`config.mk`:
```
export PLATFORM = sky130hd
export DESIGN_NAME = rc5_round_engine
export DESIGN_NICKNAME = d
export VERILOG_FILES = /design/src/rtl/rc5_round_engine.sv
export SDC_FILE = /design/constraint.sdc
export NUM_CORES = 2
export LEC_CHECK = 0
export ABC_AREA = 0
export ABC_CLOCK_PERIOD_IN_PS = 6810
export BUFFER_PORTS_ARGS = -buffer_cell sky130_fd_sc_hd__buf_2
export CAP_MARGIN = 20
export CORE_UTILIZATION = 40
export CTS_CLUSTER_DIAMETER = 120
export DETAILED_ROUTE_END_ITERATION = 7
export GPL_ROUTABILITY_DRIVEN = 0
export PLACE_DENSITY_LB_ADDON = 0.25
export SLEW_MARGIN = 20
export SYNTH_ARGS = -nofsm -noshare
export SYNTH_HDL_FRONTEND = slang
export SYNTH_HIERARCHICAL = 1
export SYNTH_SLANG_ARGS = --single-unit
export TNS_END_PERCENT = 5
```
`constraint.sdc`:
```
create_clock -name clk -period 6.81 [get_ports clk]
set_input_delay 1.7025 -clock clk [delete_from_list [all_inputs] [get_ports clk]]
set_output_delay 1.7025 -clock clk [all_outputs]
set_load 0.03 [all_outputs]
```
`src/rtl/rc5_round_engine.sv`:
```
// ============================================================================
// rc5_round_engine
// ----------------------------------------------------------------------------
// Iterative RC5-32 block-cipher core. One half-round per clock through a
// single shared 32-bit data-dependent left rotator. Subkeys S[0..2R+1] are
// loaded through a write port while the engine is idle; blocks are presented
// with a start/ready handshake and returned with a valid/ready handshake.
//
// Optional feature macro: RC5_DEC_EN
//   defined   -> `mode` selects decrypt; UNWHITEN state, subtractors and
//                rotate-amount negation are built.
//   undefined -> encrypt-only; `mode` is ignored.
//
// Parameters
//   ROUNDS      number of RC5 rounds R (1..15, so 2R+2 <= 32 subkeys)
//
// Ports
//   clk         system clock, rising edge
//   rst_n       asynchronous active-low reset
//   sk_we       subkey write strobe (honoured only while ready = 1)
//   sk_addr     subkey index (writes with index >= 2R+2 are dropped)
//   sk_din      subkey value
//   start       request to process din (accepted while ready = 1)
//   mode        0 = encrypt, 1 = decrypt (decrypt only with RC5_DEC_EN)
//   din         input block, A = din[31:0], B = din[63:32]
//   ready       engine idle, start will be accepted
//   dout        result block {B, A}
//   dout_valid  dout holds a finished block
//   dout_ready  consumer accepts dout
// ============================================================================

// ----------------------------------------------------------------------------
// 32-bit left rotator, 5-bit amount. The upper half of {x,x} << r is
// exactly ROL(x, r), including r = 0.
// ----------------------------------------------------------------------------
module rc5_rol32 (
    input  logic [31:0] i_x,
    input  logic [4:0]  i_amt,
    output logic [31:0] o_y
);
    logic [63:0] w_dbl;

    assign w_dbl = {i_x, i_x} << i_amt;
    assign o_y   = w_dbl[63:32];
endmodule

module rc5_round_engine #(
    parameter int ROUNDS = 12
) (
    input  logic        clk,
    input  logic        rst_n,
    input  logic        sk_we,
    input  logic [4:0]  sk_addr,
    input  logic [31:0] sk_din,
    input  logic        start,
    input  logic        mode,
    input  logic [63:0] din,
    output logic        ready,
    output logic [63:0] dout,
    output logic        dout_valid,
    input  logic        dout_ready
);
    localparam int         NSK    = 2 * ROUNDS + 2;
    localparam logic [5:0] NSK6   = 6'(NSK);
    localparam logic [4:0] H_LAST = 5'(2 * ROUNDS - 1);

    typedef enum logic [2:0] {
        S_IDLE,
        S_WHITEN,
        S_ROUND,
`ifdef RC5_DEC_EN
        S_UNWHITEN,
`endif
        S_DONE
    } state_t;

    state_t      r_state;
    logic [31:0] r_a;
    logic [31:0] r_b;
    logic [4:0]  r_h;
    logic [31:0] r_sk [NSK];
    logic        r_ready;
    logic [63:0] r_dout;
    logic        r_dout_valid;

    logic        w_dec;
    logic        w_tgt_a;
    logic [31:0] w_t;
    logic [31:0] w_o;
    logic [4:0]  w_sk_idx;
    logic [31:0] w_sk;
    logic [31:0] w_rot_in;
    logic [4:0]  w_rot_amt;
    logic [31:0] w_rot_out;
    logic [31:0] w_new;

`ifdef RC5_DEC_EN
    logic        r_dec;
    assign w_dec = r_dec;
`else
    logic        w_unused_mode;
    assign w_dec         = 1'b0;
    assign w_unused_mode = mode;
`endif

    // Each half-round updates exactly one word. Encrypt alternates A,B
    // starting with A; decrypt alternates B,A starting with B. Either way
    // the updated word is A when h[0] equals the direction bit.
    assign w_tgt_a = ~(r_h[0] ^ w_dec);
    assign w_t     = w_tgt_a ? r_a : r_b;
    assign w_o     = w_tgt_a ? r_b : r_a;

    // Both half-rounds of round i use consecutive subkeys, so the subkey
    // index walks linearly with h: h+2 upward for encrypt, 2R+1-h downward
    // for decrypt.
`ifdef RC5_DEC_EN
    assign w_sk_idx  = w_dec ? (5'(NSK - 1) - r_h) : (r_h + 5'd2);
`else
    assign w_sk_idx  = r_h + 5'd2;
`endif
    assign w_sk = r_sk[w_sk_idx];

`ifdef RC5_DEC_EN
    // ROR by r is ROL by (32-r) mod 32; 5-bit negation wraps 0 to 0.
    assign w_rot_in  = w_dec ? (w_t - w_sk) : (w_t ^ w_o);
    assign w_rot_amt = w_dec ? (5'd0 - w_o[4:0]) : w_o[4:0];
    assign w_new     = w_dec ? (w_rot_out ^ w_o) : (w_rot_out + w_sk);
`else
    assign w_rot_in  = w_t ^ w_o;
    assign w_rot_amt = w_o[4:0];
    assign w_new     = w_rot_out + w_sk;
`endif

    rc5_rol32 u_rol (
        .i_x   (w_rot_in),
        .i_amt (w_rot_amt),
        .o_y   (w_rot_out)
    );

    always_ff @(posedge clk or negedge rst_n) begin
        if (!rst_n) begin
            r_state      <= S_IDLE;
            r_a          <= '0;
            r_b          <= '0;
            r_h          <= '0;
            r_ready      <= 1'b1;
            r_dout       <= '0;
            r_dout_valid <= 1'b0;
`ifdef RC5_DEC_EN
            r_dec        <= 1'b0;
`endif
            for (int k = 0; k < NSK; k++) begin
                r_sk[k] <= '0;
            end
        end else begin
            // Subkey file only accepts writes while idle so a running block
            // always sees a consistent schedule.
            if (sk_we && r_ready && ({1'b0, sk_addr} < NSK6)) begin
                r_sk[sk_addr] <= sk_din;
            end

            case (r_state)
                S_IDLE: begin
                    if (start) begin
                        r_a     <= din[31:0];
                        r_b     <= din[63:32];
                        r_h     <= '0;
                        r_ready <= 1'b0;
`ifdef RC5_DEC_EN
                        r_dec   <= mode;
                        r_state <= mode ? S_ROUND : S_WHITEN;
`else
                        r_state <= S_WHITEN;
`endif
                    end
                end

                S_WHITEN: begin
                    r_a     <= r_a + r_sk[0];
                    r_b     <= r_b + r_sk[1];
                    r_state <= S_ROUND;
                end

                S_ROUND: begin
                    if (w_tgt_a) begin
                        r_a <= w_new;
                    end else begin
                        r_b <= w_new;
                    end
                    r_h <= r_h + 5'd1;
                    if (r_h == H_LAST) begin
`ifdef RC5_DEC_EN
                        r_state <= w_dec ? S_UNWHITEN : S_DONE;
`else
                        r_state <= S_DONE;
`endif
                    end
                end

`ifdef RC5_DEC_EN
                S_UNWHITEN: begin
                    r_a     <= r_a - r_sk[0];
                    r_b     <= r_b - r_sk[1];
                    r_state <= S_DONE;
                end
`endif

                S_DONE: begin
                    // First DONE cycle publishes the result; afterwards it is
                    // held until the consumer takes it.
                    if (!r_dout_valid) begin
                        r_dout       <= {r_b, r_a};
                        r_dout_valid <= 1'b1;
                    end else if (dout_ready) begin
                        r_dout_valid <= 1'b0;
                        r_ready      <= 1'b1;
                        r_state      <= S_IDLE;
                    end
                end

                default: begin
                    r_state <= S_IDLE;
                    r_ready <= 1'b1;
                end
            endcase
        end
    end

    assign ready      = r_ready;
    assign dout       = r_dout;
    assign dout_valid = r_dout_valid;
endmodule
```
==> flow_summary.json <==
{
  "outcome": "completed",
  "slew_headroom": 0.284,
  "drv_cap": 0,
  "grt_setup_unrepaired": "false",
  "skew_ns": 0.0283,
  "portBuffers": 171,
  "row_count": 130,
  "critical_path_class": "flop to flop",
  "synthToLayoutAreaGrowth_pct": 11.5,
  "internal-power_w": 0.0167,
  "cts_max_path_buffers": 3,
  "drv_slew": 0,
  "initial_utilization": 0.406,
  "worstPathMaxFanout": 84,
  "die_area_mm2": 0.130,
  "syn_area_per_cell_um2": 12.9,
  "ff2ff_path_depth": 17,
  "slowest_delay_ns": 0.89,
  "clkPwrFrac": 0.192,
  "timing.fmax_mhz": 167,
  "drt_iter0_drc": 2419,
  "drive_gt1_frac": 0.390,
  "cts_buffers": 101,
  "required_ns": 7.39,
  "yosys-top-cells-count": "dfrtp_1, mux2_2, clkbuf_1",
  "grt_max_degree": 169,
  "fillers": 11400,
  "cp.arrival_ns": 6.58,
  "htree_num_levels": 3,
  "synth_area_mm2": 0.0513,
  "cellPowerDensity_mw_per_mm2": 518,
  "synth-seq-area-share": 0.473,
  "drc": 0,
  "p_switching_w": 0.0129,
  "r2r-end": "r_b[24]",
  "fin_util": 0.452,
  "switching_share": 0.435,
  "r2r_setup_slack_ns": 0.81,
  "path_clk_slew_ns": 0.06,
  "hold_start": "r_sk[171]",
  "combPwrFrac": 0.549,
  "seq_power_share": 0.259,
  "io_pins": 173,
  "postSynth.asyncResetShare": 1.00,
  "finalSetupViolations": 0,
  "period_minus_slack_ns": 6.00,
  "grt_pass1_vias": 34100,
  "synthDominantCellAreaShare": 0.473,
  "wl_per_cell_um": 24.5,
  "syn_inst": 3974,
  "die_w_um": 360,
  "min_path_cells": 1,
  "yosysMostFrequentCell": "dfrtp_1",
  "clockRootBuffer": "clkbuf_16",
  "ys_ff_latch": 969,
  "die-height_um": 360,
  "cp_cell_sequence": "buf_12, buf_4, mux2i_1, o221ai_1, o22ai_1, o21ai_0, o21a_1, ha_1, a21oi_1, nor2_1, o32ai_1, nor3b_1, a21oi_1, nand2b_1, a31oi_1, a21boi_0, o21ai_0",
  "drt_pre_antenna_iters": 5,
  "worst_setup_path_end_kind": "flop",
  "cts_resized": 0,
  "hpwl_mm": 94.5,
  "cp.buffers_inverters": 2,
  "synth_edf_count": 0,
  "whs_ns": 0.487,
  "fin_tns_setup_ns": 0,
  "critPathLaunchType": "flop",
  "antenna_found_initial": 19,
  "p_leak_nw": 26.7,
  "cpMaxStageDelayCell": "buf_4",
  "dpl.cell_count": 5530,
  "yosysTopAreaCell": "dfrtp_1",
  "cp.depth": 17,
  "ys.flop_type": "dfrtp_1",
  "grt_util_all_layers": 0.216,
  "grt_pass1_wl_mm": 216,
  "holdBufCountCts": 0,
  "ir_drop_uv": 393,
  "yosysUniqueCellTypes": 76,
  "syn_nets": 4184,
  "ys.warnings.count": 6,
  "nets": 4196,
  "cp_top_family": "compound AO/OA/AOI/OAI gates",
  "worstMarginPinSlew_ns": 1.07,
  "min_to": "r_sk[171]",
  "clock_latency_ns": 0.71,
  "via_per_inst": 5.88,
  "cts_tree": "done",
  "routed_wl_mm": 140,
  "fin_crit_sh": 0.880,
  "instances_no_fill": 5716,
  "ant_nets": 0,
  "grt_overflow_total": 0,
  "r2r_start": "r_h[0]",
  "cts_sinks": 969,
  "finalHoldViolCount": 0,
  "post_cts_buffers": 0,
  "core-area_mm2": 0.126,
  "synthTopCellsByArea": "dfrtp_1, mux2_2, mux4_2",
  "hp-class": "flop to flop",
  "num_vias": 33600
}
-- per-stage QoR --
step / setup slack, ns / area [um2] / power [W]
2_1_floorplan: 1.19 / 51300 / 0.0191
3_3_place_gp: 0.873 / 53600 / 0.0237
3_5_place_dp: 0.858 / 53600 / 0.0238
4_1_cts: 0.842 / 57100 / 0.0296
5_1_grt: 0.180 / 57100 / 0.0313
6_report: 0.814 / 57100 / 0.0296
-- flip-flops by register name, indices dropped and copies added, names as in the netlist --
signal,count
r_b,32
r_a,32
dout,64
r_sk,832
r_state,2
r_h,5
dout_valid,1
ready,1
-- how the worst max path moves through the flow --
stage	startpoint	slack (ns)	end
floorplan	r_h[0]	1.19	r_a[26]
global placement	r_h[0]	0.87	r_b[24]
detailed placement	r_h[0]	0.86	r_b[24]
CTS	r_h[0]	0.84	r_b[24]
global route	r_h[0]	0.18	r_b[24]
finish	r_h[0]	0.81	r_b[24]
-- area by class of cell --
type | instances | area (um2) | share of cell area
multi-input cells | 2637 | 25600 | 0.448
clock inverters | 38 | 482 | 0.00843
well taps | 1650 | 2060 | 0.0361
inverters | 34 | 128 | 0.00223
diodes | 1 | 2.50 | 0.0000438
clock buffers | 144 | 2940 | 0.0514
flip-flops and latches | 969 | 24300 | 0.425
repair buffers | 243 | 1630 | 0.0286
-- cell families (layout without fill, tap and decap cells) --
group / Yosys count / after routing / synth area share
compound gates: 724 / 724 / 0.0923
fa+ha+maj: 103 / 103 / 0.0256
buf+inv: 368 / 459 / 0.0307
xor+xnor: 119 / 119 / 0.0203
flops: 969 / 969 / 0.473
simple gates: 404 / 404 / 0.0354
other cells: 0 / 1 / 0
mux: 1287 / 1287 / 0.323
-- cells in the final DEF, fill, tap and decap left out, types with 62 or more instances in the layout --
cell type	instances
nor2_1	108
dfrtp_1	966
mux2i_1	153
mux2_2	932
mux4_2	197
a21oi_1	186
o21ai_0	159
xor2_1	64
buf_2	170
nand2_1	153
o221ai_1	62
ha_1	96
clkbuf_16	101
-- power by group through the flow --
stage / combinational, W / sequential [W] / clock (W)
global placement: 0.0160 / 0.00772 / 0
detailed placement: 0.0160 / 0.00777 / 0
finish: 0.0163 / 0.00767 / 0.00568
CTS: 0.0161 / 0.00766 / 0.00583
floorplan: 0.0113 / 0.00775 / 0
global route: 0.0174 / 0.00780 / 0.00608
-- routing by layer --
metal,part of all wire,GRT usage,vias up
li1,-,-,14900
met1,0.45,0.299,17500
met2,0.46,0.341,891
met3,0.053,0.0378,253
met4,0.032,0.0742,26
met5,0.00097,0,-
(Power assumes the default switching activity.)
